**src/rtl/pat_seq_ctrl.sv**
```systemverilog
// pat_seq_ctrl: session controller for a serial pattern detector (programmable pattern, target, bit budget).
// Optional build macro PAT_SEQ_MASK_EN adds cfg_mask_i don't-care bits to the compare. Rev 1.0
`default_nettype none

module pat_seq_ctrl #(
  parameter int PAT_W = 8,
  parameter int LEN_W = 4,
  parameter int CNT_W = 8,
  parameter int BUD_W = 16
) (
  input  logic             clk_i,
  input  logic             rst_i,
  input  logic             start_i,
  input  logic             abort_i,
  input  logic [PAT_W-1:0] cfg_pat_i,
  input  logic [LEN_W-1:0] cfg_len_i,
  input  logic [CNT_W-1:0] cfg_target_i,
  input  logic [BUD_W-1:0] cfg_budget_i,
`ifdef PAT_SEQ_MASK_EN
  input  logic [PAT_W-1:0] cfg_mask_i,
`endif
  input  logic             din,
  input  logic             valid_i,
  output logic             busy_o,
  output logic             done_o,
  output logic             err_o,
  output logic             pat_det_o,
  output logic [CNT_W-1:0] match_cnt_o,
  output logic [BUD_W-1:0] bit_cnt_o,
  output logic [1:0]       status_o
);

  typedef enum logic [1:0] {
    IDLE = 2'd0,
    ARM  = 2'd1,
    RUN  = 2'd2,
    DONE = 2'd3
  } state_t;

  localparam logic [1:0]       ST_NONE   = 2'b00;
  localparam logic [1:0]       ST_TARGET = 2'b01;
  localparam logic [1:0]       ST_BUDGET = 2'b10;
  localparam logic [1:0]       ST_ABORT  = 2'b11;
  localparam logic [LEN_W-1:0] PAT_W_L   = LEN_W'(PAT_W);

  function automatic logic [PAT_W-1:0] len_mask(input logic [LEN_W-1:0] l);
    logic [PAT_W-1:0] m;
    m = '0;
    for (int i = 0; i < PAT_W; i++) m[i] = (LEN_W'(i) < l);
    return m;
  endfunction

  state_t           state;
  logic [PAT_W-1:0] pat_q;
  logic [LEN_W-1:0] len_q;
  logic [CNT_W-1:0] target_q;
  logic [BUD_W-1:0] budget_q;
`ifdef PAT_SEQ_MASK_EN
  logic [PAT_W-1:0] mask_q;
`endif
  // Only PAT_W-1 bits need storing: the compare always sees the freshly shifted bit.
  logic [PAT_W-2:0] hist;
  logic [LEN_W-1:0] fill;

  logic [PAT_W-1:0] hist_nxt;
  logic [PAT_W-1:0] care;
  logic [LEN_W-1:0] fill_nxt;
  logic [BUD_W-1:0] bit_nxt;
  logic [CNT_W-1:0] mcnt_nxt;
  logic             hit;
  logic             tgt_hit;
  logic             bud_hit;
  logic             len_ok;

  always_comb begin
    hist_nxt = {hist, din};
    fill_nxt = (fill == PAT_W_L) ? fill : fill + 1'b1;
    bit_nxt  = (&bit_cnt_o) ? bit_cnt_o : bit_cnt_o + 1'b1;
    mcnt_nxt = (&match_cnt_o) ? match_cnt_o : match_cnt_o + 1'b1;
`ifdef PAT_SEQ_MASK_EN
    care     = len_mask(len_q) & ~mask_q;
    len_ok   = (cfg_len_i != '0) && (cfg_len_i <= PAT_W_L) &&
               ((len_mask(cfg_len_i) & ~cfg_mask_i) != '0);
`else
    care     = len_mask(len_q);
    len_ok   = (cfg_len_i != '0) && (cfg_len_i <= PAT_W_L);
`endif
    hit      = (fill_nxt >= len_q) && (((hist_nxt ^ pat_q) & care) == '0);
    tgt_hit  = hit && (target_q != '0) && (mcnt_nxt == target_q);
    bud_hit  = (budget_q != '0) && (bit_nxt == budget_q);
  end

  always_ff @(posedge clk_i or posedge rst_i) begin
    if (rst_i) begin
      state       <= IDLE;
      pat_q       <= '0;
      len_q       <= '0;
      target_q    <= '0;
      budget_q    <= '0;
`ifdef PAT_SEQ_MASK_EN
      mask_q      <= '0;
`endif
      hist        <= '0;
      fill        <= '0;
      busy_o      <= 1'b0;
      done_o      <= 1'b0;
      err_o       <= 1'b0;
      pat_det_o   <= 1'b0;
      match_cnt_o <= '0;
      bit_cnt_o   <= '0;
      status_o    <= ST_NONE;
    end else begin
      done_o    <= 1'b0;
      err_o     <= 1'b0;
      pat_det_o <= 1'b0;
      case (state)
        IDLE: begin
          if (start_i) begin
            if (len_ok) begin
              pat_q    <= cfg_pat_i;
              len_q    <= cfg_len_i;
              target_q <= cfg_target_i;
              budget_q <= cfg_budget_i;
`ifdef PAT_SEQ_MASK_EN
              mask_q   <= cfg_mask_i;
`endif
              busy_o   <= 1'b1;
              state    <= ARM;
            end else begin
              err_o <= 1'b1;
            end
          end
        end
        ARM: begin
          hist        <= '0;
          fill        <= '0;
          match_cnt_o <= '0;
          bit_cnt_o   <= '0;
          status_o    <= ST_NONE;
          state       <= RUN;
        end
        RUN: begin
          if (abort_i) begin
            status_o <= ST_ABORT;
            done_o   <= 1'b1;
            busy_o   <= 1'b0;
            state    <= DONE;
          end else if (valid_i) begin
            hist      <= hist_nxt[PAT_W-2:0];
            fill      <= fill_nxt;
            bit_cnt_o <= bit_nxt;
            if (hit) begin
              pat_det_o   <= 1'b1;
              match_cnt_o <= mcnt_nxt;
            end
            if (tgt_hit || bud_hit) begin
              status_o <= tgt_hit ? ST_TARGET : ST_BUDGET;
              done_o   <= 1'b1;
              busy_o   <= 1'b0;
              state    <= DONE;
            end
          end
        end
        DONE: begin
          state <= IDLE;
        end
        default: state <= IDLE;
      endcase
    end
  end

endmodule

`default_nettype wire

```
**config.mk**
```make
export PLATFORM = sky130hd
export DESIGN_NAME = pat_seq_ctrl
export DESIGN_NICKNAME = d
export VERILOG_FILES = /design/src/rtl/pat_seq_ctrl.sv
export SDC_FILE = /design/constraint.sdc
export NUM_CORES = 1
export LEC_CHECK = 0
export CAP_MARGIN = 40
export CELL_PAD_IN_SITES_DETAIL_PLACEMENT = 1
export CELL_PAD_IN_SITES_GLOBAL_PLACEMENT = 1
export CORE_MARGIN = 4
export CORE_UTILIZATION = 47
export CTS_BUF_LIST = sky130_fd_sc_hd__clkbuf_4
export DETAILED_ROUTE_END_ITERATION = 7
export GPL_TIMING_DRIVEN = 0
export PLACE_DENSITY = 0.87
export SLEW_MARGIN = 10
export SYNTH_ARGS = -nofsm -noshare
export SYNTH_HDL_FRONTEND = slang
export SYNTH_SLANG_ARGS = --single-unit
```
**constraint.sdc**
```tcl
create_clock -name clk_i -period 7.3 [get_ports clk_i]
set_input_delay 1.095 -clock clk_i [delete_from_list [all_inputs] [get_ports clk_i]]
set_output_delay 1.095 -clock clk_i [all_outputs]
set_load 0.01 [all_outputs]
```
==> metrics.txt, run 1 <==
worst hold slack 0.544 ns; CP Data Arrival Time 4.09 ns; Clock Pin Slew Worst Setup and Hold Paths 0.12 ns; Pins Over Slew Limit 0; Yosys cell types 64; Commonest cells post-synth sky130_fd_sc_hd__dfrtp_1, sky130_fd_sc_hd__nand2_1, sky130_fd_sc_hd__nor2_1; multi-input gate area in the final layout 2740 um2; number of I/O pins 72; total global routing track utilization 26.4%; largest net degree at the start of global routing 49; Final Cycle Share 51.7%; residual overflow from global routing 0; wire per inst 20.3 um; TritonCTS Buffers 9; horizontal die dimension 110 um; type of element launching the critical path flip-flop; critical path required time 7.62 ns; latest clock arrival within the worst-skew pair 0.44 ns; total setup violations reported at the end of the flow 0; Max rail drop VDD 0.150 mV; clk_skew 0.00930 ns; last weighted congestion value of the routability-driven placer 0.963; worst slack at placement 3.42 ns; top post-synthesis cells by area sky130_fd_sc_hd__dfrtp_1, sky130_fd_sc_hd__mux2_2, sky130_fd_sc_hd__xnor2_1; fraction of registers with async set/reset 100%; detail-routed via count per cell 5.97; Die Y 110 um; wire length on met3 853 um; highest routed layer met4; setup repair after global routing missed its margin no; detailed-routed wire length on met2 7.13 mm; count of cells along the worst register-to-register path 10; Sinks on Clock Net 79; Synth top area share 40.6%; Area growth syn-to-layout 20.7%; number of synthesized flops with an enable pin 0; maximum clock frequency 265 MHz; library cell used as clock root buffer sky130_fd_sc_hd__clkbuf_4; hold depth 2; TritonCTS clock tree built; average cell area after synthesis 9.49 um2; met1 wire length 6.50 mm; ant diodes 0; post-synthesis cell area 4870 um2; initial antenna violation count 0; H-Tree Level Count 3; endpoint of the worst hold path hist[1]$_DFFE_PP0P_; Power Dens Cells 287 nW/um2; hold_sp hist[0]$_DFFE_PP0P_; total of warnings raised by yosys 0; worst setup path category flip-flop to flip-flop; largest buffer count on any clock path 2; sequential area share after synthesis 40.6%; instance count of the mapped netlist 513; Setup TNS Final 0 ns; wire length of the first global-routing pass 24.2 mm; number of flip-flops and latches in the synthesized netlist 79; proportion of layout cells with a drive suffix above 1 12.0%; final net count 650; number of global-route vias before repair 4656; total die area 12100 um2; fillcell total 1164; floorplan row count 36; predominant post-synthesis flop cell sky130_fd_sc_hd__dfrtp_1; Synth Net Count 567; maximum fanout along the worst path 10; DRC Markers 0; worst reg2reg startpoint bit_cnt_o[1]$_DFFE_PP0P_; number of routed nets with antenna violations 0; CP endpoint kind flip-flop; leading cell type by number of instances after synthesis sky130_fd_sc_hd__dfrtp_1; Placeable Area 9910 um2; final standard cell utilization of the core 59.3%; Min Clock Period, post-route 3.77 ns; Worst Max-Slew Pin Slew 0.892 ns; post-cts hold buffer count 0; FF+latch area 1980 um2; first-pass iteration count of the detailed router 4; number of I/O port buffers 71; violation count after the first detailed-routing iteration 236; Final Hold Vio Count 0; total setup buffers inserted after CTS 0; number of max-cap violations 0; vias after detailed routing 4375; leakage dissipation 2.43 nW; library cell with the largest summed area after synthesis sky130_fd_sc_hd__dfrtp_1; Relative slew margins 40.0%; sum of routed wire length over all layers 14.9 mm; smallest setup slack after layout 3.53 ns; overall power of the completed layout 1.68 mW; initial cell density of the core 49.1%; status finished clean; estimated wirelength of the detail-placed design 11.5 mm; reg-to-reg endpoint state[1]$_DFFE_PP0P_; class of the tightest hold or removal check flip-flop to flip-flop; post-cts repair resize count 0; setup slack of the worst register-to-register path 3.53 ns
[power breakdown]
part	leakage, nW	internal [mW]	switching, mW
sequential	1.02	0.574	0.160
clock	0.0599	0.0768	0.147
combinational	1.35	0.351	0.375
[cell usage in the layout, fill, tap and decap left out, drive strengths merged, types with 12 or more instances in the layout]
cell type,count
buf,13
ha,12
mux2,34
nor3,16
nand2,51
o21ai,29
a21oi,18
xor2,12
clkbuf,25
xnor2,22
nand4,14
nor2,37
dfrtp,79
clkdlybuf4s50,71
nand3,29
mux2i,13
inv,14
nor4,16
[worst max path at each step]
stage,startpoint,end,slack [ns],depth (start not counted)
after global placement,rst_i,bit_cnt_o[10]$_DFFE_PP0P_,2.86,2
final,bit_cnt_o[1]$_DFFE_PP0P_,state[1]$_DFFE_PP0P_,3.53,10
after global routing,bit_cnt_o[1]$_DFFE_PP0P_,state[1]$_DFFE_PP0P_,3.33,10
after CTS,bit_cnt_o[0]$_DFFE_PP0P_,state[1]$_DFFE_PP0P_,3.55,10
after floorplan,rst_i,bit_cnt_o[0]$_DFFE_PP0P_,4.18,1
after detailed placement,din,state[1]$_DFFE_PP0P_,3.42,9
[cell type report]
class	instances	share of cell area, %
flip-flops and latches	79	33.6
well taps	133	2.83
plain buffers	25	1.79
clock inverters	3	0.192
multi-input cells	395	46.5
repair buffers	72	12.6
clock buffers	12	1.53
inverters	14	0.937
[routing by layer]
metal | up-vias | track usage [%]
li1 | 2034 | -
met1 | 2174 | 34.9
met2 | 138 | 43.3
met3 | 29 | 3.46
met4 | 0 | 11.3
met5 | - | 0
[cell families (layout without fill, tap and decap cells)]
kind of cell | after synthesis | in the layout | synth area share, %
flops | 79 | 79 | 40.6
compound gates | 91 | 91 | 12.6
buf+inv | 39 | 126 | 3.24
mux | 47 | 47 | 10.5
simple gates | 211 | 211 | 23.8
xor+xnor | 34 | 34 | 6.11
fa+ha+maj | 12 | 12 | 3.08
[registers in the layout, summed over array words and instances (netlist names)]
name,count
match_cnt_o,8
busy_o,1
budget_q,16
state,2
len_q,4
status_o,2
pat_det_o,1
bit_cnt_o,16
pat_q,8
hist,7
target_q,8
err_o,1
done_o,1
fill,4
[critical path: stages (launching register included)]
cell and delay, ns:
sky130_fd_sc_hd__dfrtp_1 0.49, sky130_fd_sc_hd__ha_1 0.18, sky130_fd_sc_hd__buf_2 0.22, sky130_fd_sc_hd__nand4_1 0.26, sky130_fd_sc_hd__nor4_4 0.52, sky130_fd_sc_hd__o21ai_2 0.13, sky130_fd_sc_hd__a2111oi_2 0.47, sky130_fd_sc_hd__or4b_4 0.55
sky130_fd_sc_hd__nor4_4 0.36, sky130_fd_sc_hd__nor4_1 0.09, sky130_fd_sc_hd__or3b_1 0.37
[per-stage QoR]
step,cell area [um2],cells
2_1_floorplan,4870,513
3_3_place_gp,5750,717
3_5_place_dp,5780,718
4_1_cts,5880,733
5_1_grt,5880,733
6_report,5880,733
Power figures use the tool's default switching activity.
==> run 2: changes to the inputs <==
--- a/config.mk
+++ b/config.mk
@@ -9,11 +9,11 @@
 export CELL_PAD_IN_SITES_DETAIL_PLACEMENT = 1
 export CELL_PAD_IN_SITES_GLOBAL_PLACEMENT = 1
 export CORE_MARGIN = 4
-export CORE_UTILIZATION = 47
+export CORE_UTILIZATION = 43
 export CTS_BUF_LIST = sky130_fd_sc_hd__clkbuf_4
 export DETAILED_ROUTE_END_ITERATION = 7
 export GPL_TIMING_DRIVEN = 0
-export PLACE_DENSITY = 0.87
+export PLACE_DENSITY = 0.81
 export SLEW_MARGIN = 10
 export SYNTH_ARGS = -nofsm -noshare
 export SYNTH_HDL_FRONTEND = slang
==> constraint.sdc (replaced) <==
create_clock -name clk_i -period 3.48 [get_ports clk_i]
set_input_delay 0.522 -clock clk_i [delete_from_list [all_inputs] [get_ports clk_i]]
set_output_delay 0.522 -clock clk_i [all_outputs]
set_load 0.01 [all_outputs]
==> run 2 against run 1 <==
  * Setup slack got worse by 3.4 ns
  * Non-clock buffer count grew 6
  * Utilization decreased by 4.8 points
==> metrics.txt, run 2 (same netlist as run 1, synthesis figures left out) <==
estimated wirelength of the detail-placed design 11.3 mm; class of the tightest hold or removal check input port to asynchronous set/reset pin; Relative slew margins 52.2%; reg-to-reg endpoint state[1]$_DFFE_PP0P_; number of max-cap violations 0; Min Clock Period, post-route 3.36 ns; Pins Over Slew Limit 0; proportion of layout cells with a drive suffix above 1 14.0%; wire length of the first global-routing pass 24.1 mm; final standard cell utilization of the core 54.5%; worst setup path category flip-flop to flip-flop; total placed instance area 5790 um2; DRC Markers 0; latest clock arrival within the worst-skew pair 0.45 ns; ant diodes 0; violation count after the first detailed-routing iteration 171; design area 5990 um2; CP endpoint kind flip-flop; CP Data Arrival Time 3.71 ns; number of global-route vias before repair 4589; Largest regs bit_cnt_o: 16 flops, budget_q: 16 flops; CP Launch Point bit_cnt_o[1]$_DFFE_PP0P_; total die area 13100 um2; Clock Pin Slew Worst Setup and Hold Paths 0.14 ns; number of I/O pins 72; leakage dissipation 2.47 nW; largest net degree at the start of global routing 46; Die Y 114 um; sum of routed wire length over all layers 14.9 mm; overall power of the completed layout 3.60 mW; commonest cells after routing, fill and taps aside sky130_fd_sc_hd__dfrtp_1, sky130_fd_sc_hd__clkdlybuf4s50_1, sky130_fd_sc_hd__nand2_1, sky130_fd_sc_hd__nor2_1, sky130_fd_sc_hd__mux2_2; number of I/O port buffers 71; last weighted congestion value of the routability-driven placer 0.954; wire per inst 19.9 um; status finished clean; worst reg2reg startpoint bit_cnt_o[1]$_DFFE_PP0P_; TritonCTS clock tree built; final net count 656; initial antenna violation count 0; fillcell total 1270; critical path capture point state[1]$_DFFE_PP0P_; initial cell density of the core 44.3%; number of routed nets with antenna violations 0; TritonCTS Buffers 9; residual overflow from global routing 0; horizontal die dimension 114 um; library cell used as clock root buffer sky130_fd_sc_hd__clkbuf_4; critical path required time 3.83 ns; total setup violations reported at the end of the flow 0; count of cells along the worst register-to-register path 9; Worst Max-Slew Pin Slew 0.710 ns; maximum clock frequency 298 MHz; non-filler instance count after layout 746; Power Dens Cells 602 nW/um2; post-cts hold buffer count 0; Area growth syn-to-layout 23.0%; Final Hold Vio Count 0; Final Cycle Share 96.6%; maximum fanout along the worst path 8; type of element launching the critical path flip-flop; clk_skew 0.0249 ns; H-Tree Level Count 3; cell total after placement 725; first-pass iteration count of the detailed router 4; setup slack of the worst register-to-register path 0.12 ns; floorplan row count 38; most frequent standard cell in the layout excluding fill and tap cells sky130_fd_sc_hd__dfrtp_1; Setup TNS Final 0 ns; Max rail drop VDD 0.308 mV; Sinks on Clock Net 79; Placeable Area 11000 um2; total global routing track utilization 23.4%; detail-routed via count per cell 5.83; vias after detailed routing 4352; largest buffer count on any clock path 2
[run 2: cell count changes in the layout (fill, tap and decap cells not counted), sizes merged]
| cell | change |
|---|---|
| buf | +7 |
| clkbuf | -4 |
| clkinvlp | +2 |
| inv | +1 |
[run 2: repair_timing]
| action | 4_1_cts | 5_1_grt |
|---|---|---|
| setup buffers | 7 | 1 |
| pin swaps | 4 | 3 |
| endpoints found under the hold margin | 0 | 0 |
| gates resized for setup | 4 | 4 |
| setup endpoints to repair | 6 | 11 |
[run 2: how the worst min path moves through the flow]
| stage | start | endpoint | depth (start not counted) |
|---|---|---|---|
| 5_1_grt | rst_i | pat_q[0]$_DFFE_PP0P_ | 2 |
| 6_report | rst_i | pat_q[2]$_DFFE_PP0P_ | 2 |
| 4_1_cts | rst_i | len_q[1]$_DFFE_PP0P_ | 2 |
| 3_5_place_dp | status_o[0]$_DFFE_PP0P_ | status_o[0]$_DFFE_PP0P_ | 1 |
| 2_1_floorplan | hist[0]$_DFFE_PP0P_ | hist[1]$_DFFE_PP0P_ | 2 |
| 3_3_place_gp | hist[3]$_DFFE_PP0P_ | hist[4]$_DFFE_PP0P_ | 2 |
[run 2: report_power, final]
| group | switching [mW] | internal (mW) | leakage, nW |
|---|---|---|---|
| clock | 0.344 | 0.139 | 0.0533 |
| sequential | 0.338 | 1.21 | 1.01 |
| combinational | 0.811 | 0.767 | 1.41 |
[run 2: final cells by class]
type / instances / area, um2 / area share [%]
tap: 140 / 175 / 2.92
buffer: 23 / 96.3 / 1.61
timing repair buffer: 80 / 798 / 13.3
multi-input combinational: 395 / 2780 / 46.4
clock inverter: 6 / 36.3 / 0.606
sequential: 79 / 1980 / 33.0
clock buffer: 9 / 67.6 / 1.13
inverter: 14 / 55.1 / 0.919
[run 2: per-stage QoR]
stage	hold slack (ns)	setup slack [ns]
after floorplan	0.480	0.366
after CTS	0.424	0.0363
after detailed placement	0.514	-0.293
final	0.427	0.119
after global placement	0.494	-0.401
after global routing	0.444	-0.00198
[run 2: critical path: stages, from the launching register on]
cell and delay [ns]:
sky130_fd_sc_hd__dfrtp_2 0.41, sky130_fd_sc_hd__buf_4 0.15, sky130_fd_sc_hd__nand3_1 0.30, sky130_fd_sc_hd__or3_2 0.59
sky130_fd_sc_hd__a2111oi_4 0.47, sky130_fd_sc_hd__or4b_4 0.55, sky130_fd_sc_hd__nor4_4 0.22, sky130_fd_sc_hd__buf_4 0.18
sky130_fd_sc_hd__nor4_1 0.05, sky130_fd_sc_hd__or3b_1 0.36
[run 2: routing by layer]
layer | GRT usage, % | share of wire [%] | vias to the layer above
met5 | 0 | 0 | -
met4 | 7.44 | 1.4 | 0
met3 | 4.12 | 4.2 | 17
met2 | 38.7 | 49 | 79
met1 | 31.2 | 45 | 2194
li1 | - | - | 2062
==> run 3: changes to the inputs <==
--- a/config.mk
+++ b/config.mk
@@ -6,14 +6,13 @@
 export NUM_CORES = 1
 export LEC_CHECK = 0
 export CAP_MARGIN = 40
-export CELL_PAD_IN_SITES_DETAIL_PLACEMENT = 1
-export CELL_PAD_IN_SITES_GLOBAL_PLACEMENT = 1
 export CORE_MARGIN = 4
-export CORE_UTILIZATION = 43
+export CORE_UTILIZATION = 55
 export CTS_BUF_LIST = sky130_fd_sc_hd__clkbuf_4
 export DETAILED_ROUTE_END_ITERATION = 7
 export GPL_TIMING_DRIVEN = 0
-export PLACE_DENSITY = 0.81
+export PLACE_DENSITY = 0.8
+export SKIP_CTS_REPAIR_TIMING = 1
 export SLEW_MARGIN = 10
 export SYNTH_ARGS = -nofsm -noshare
 export SYNTH_HDL_FRONTEND = slang
==> constraint.sdc (replaced) <==
create_clock -name clk_i -period 3.4 [get_ports clk_i]
set_input_delay 0.51 -clock clk_i [delete_from_list [all_inputs] [get_ports clk_i]]
set_output_delay 0.51 -clock clk_i [all_outputs]
set_load 0.01 [all_outputs]
==> run 3 against run 2 <==
  * The flow now finishes with violations (setup timing)
  * Via count up 2.1%
  * Largest power group unchanged
  * Largest cell class unchanged
  * Fmax down 5.1%
  * Non-clock buffer count up 3
  * Clock-buffer cell count up 1
  * Design area up 0.10%
  * Clock power up 18%
  * Flip-flop and latch count unchanged
  * Final cell count down 3.8%
==> metrics.txt, run 3 (same netlist as run 1, synthesis figures left out) <==
status finished, violations left; violated checks setup timing; setup repair after global routing missed its margin yes; critical path capture point state[1]$_DFFE_PP0P_; Worst path most repeated cell sky130_fd_sc_hd__nor4_4; leakage dissipation 2.49 nW; Final Hold Vio Count 0; total die area 10400 um2; worst slack at placement -0.256 ns; sum of routed wire length over all layers 13.5 mm; TritonCTS clock tree built; latest clock arrival within the worst-skew pair 0.44 ns; first-pass iteration count of the detailed router 5; DRC Markers 0; Critical-path top delay cell sky130_fd_sc_hd__or4b_4; Final Cycle Share 104%; vias after detailed routing 4445; last weighted congestion value of the routability-driven placer 0.940; wire per inst 18.8 um; Max rail drop VDD 0.396 mV; most frequent standard cell in the layout excluding fill and tap cells sky130_fd_sc_hd__dfrtp_1; Area growth syn-to-layout 23.1%; setup slack of the worst register-to-register path -0.14 ns; number of global-route vias before repair 4364; TritonCTS Buffers 9; largest stage delay on the critical path 0.55 ns; worst setup path category flip-flop to flip-flop; Largest regs bit_cnt_o: 16 flops, budget_q: 16 flops; class of the tightest hold or removal check input port to asynchronous set/reset pin; worst reg2reg startpoint bit_cnt_o[0]$_DFFE_PP0P_; Power Dens Cells 624 nW/um2; fillcell total 686; floorplan row count 34; proportion of layout cells with a drive suffix above 1 14.9%; horizontal die dimension 102 um; residual overflow from global routing 0; count of cells along the worst register-to-register path 10; Worst Max-Slew Pin Slew 0.707 ns; commonest cells after routing, fill and taps aside sky130_fd_sc_hd__dfrtp_1, sky130_fd_sc_hd__clkdlybuf4s50_1, sky130_fd_sc_hd__nand2_1, sky130_fd_sc_hd__nor2_1, sky130_fd_sc_hd__mux2_2; wire length of the first global-routing pass 21.8 mm; final net count 659; Sinks on Clock Net 79; number of routed nets with antenna violations 0; largest buffer count on any clock path 2; clk_skew 0.0205 ns; CP Launch Point bit_cnt_o[0]$_DFFE_PP0P_; ant diodes 0; largest net degree at the start of global routing 45; reg-to-reg endpoint state[1]$_DFFE_PP0P_; library cell used as clock root buffer sky130_fd_sc_hd__clkbuf_4; non-filler instance count after layout 718; critical path required time 3.71 ns; estimated wirelength of the detail-placed design 9.99 mm; cells along the critical path ha_4 > buf_6 > nand4_1 > nor4_4 > or3_2 > a2111oi_4 > or4b_4 > nor4_4 > nor4_1 > or3b_1; number of I/O pins 72; Relative slew margins 52.8%; maximum fanout along the worst path 8; maximum clock frequency 282 MHz; Placeable Area 8680 um2; number of I/O port buffers 71; worst hold slack 0.432 ns; detail-routed via count per cell 6.19; initial antenna violation count 1; number of max-cap violations 0; Clock Pin Slew Worst Setup and Hold Paths 0.14 ns; smallest setup slack after layout -0.143 ns; cell total after placement 693; Die Y 102 um; CP endpoint kind flip-flop; type of element launching the critical path flip-flop; Pins Over Slew Limit 0; H-Tree Level Count 3; total setup violations reported at the end of the flow 3; CP Data Arrival Time 3.85 ns; initial cell density of the core 56.1%; violation count after the first detailed-routing iteration 275; total global routing track utilization 26.8%; Min Clock Period, post-route 3.54 ns
-- run 3: cell type report --
type | instances | area, um2 | share of cell area, %
sequential | 79 | 1980 | 33.0
clock inverter | 6 | 60.1 | 1.00
inverter | 14 | 55.1 | 0.918
clock buffer | 10 | 75.1 | 1.25
multi-input combinational | 395 | 2780 | 46.3
tap | 108 | 135 | 2.25
buffer | 24 | 108 | 1.79
timing repair buffer | 82 | 806 | 13.4
-- run 3: per-layer routing --
| metal | vias up | wire (um) | global-route usage [%] |
|---|---|---|---|
| met5 | - | 7 | 0 |
| met2 | 203 | 6420 | 43.8 |
| met4 | 2 | 221 | 6.96 |
| met1 | 2155 | 5690 | 35.8 |
| met3 | 26 | 1140 | 6.83 |
| li1 | 2059 | - | - |
-- run 3: critical path, delay by kind of cell (launching register included) --
family | cells | cell delay [ns]
fa+ha+maj | 1 | 0.16
buf+inv | 1 | 0.13
simple gates | 7 | 2.18
flops | 1 | 0.45
compound gates | 1 | 0.48
-- run 3: worst min path at each step --
stage | cells past startpoint | start | end
after floorplan | 2 | hist[0]$_DFFE_PP0P_ | hist[1]$_DFFE_PP0P_
after global placement | 2 | busy_o$_DFFE_PP0P_ | busy_o$_DFFE_PP0P_
after detailed placement | 2 | busy_o$_DFFE_PP0P_ | busy_o$_DFFE_PP0P_
after CTS | 2 | rst_i | bit_cnt_o[14]$_DFFE_PP0P_
after global routing | 2 | rst_i | match_cnt_o[4]$_DFFE_PP0P_
final | 2 | rst_i | match_cnt_o[5]$_DFFE_PP0P_
-- run 3: power by group --
part	internal, mW	leakage, nW	switching (mW)	total [mW]
clock network	0.230	0.0742	0.340	0.571
logic	0.796	1.41	0.801	1.60
registers	1.23	1.01	0.337	1.57
total	2.26	2.49	1.48	3.74
-- run 3: through the flow --
step	TNS, ns	total power, mW	util [%]	instance area [um2]
6_report	-0.292	3.74	69.1	6000
5_1_grt	-0.712	4.00	69.1	6000
4_1_cts	-0.696	3.66	67.7	5870
3_5_place_dp	-0.526	3.09	66.1	5740
3_3_place_gp	-32.42	3.02	65.9	5720
2_1_floorplan	0	2.58	-	4870
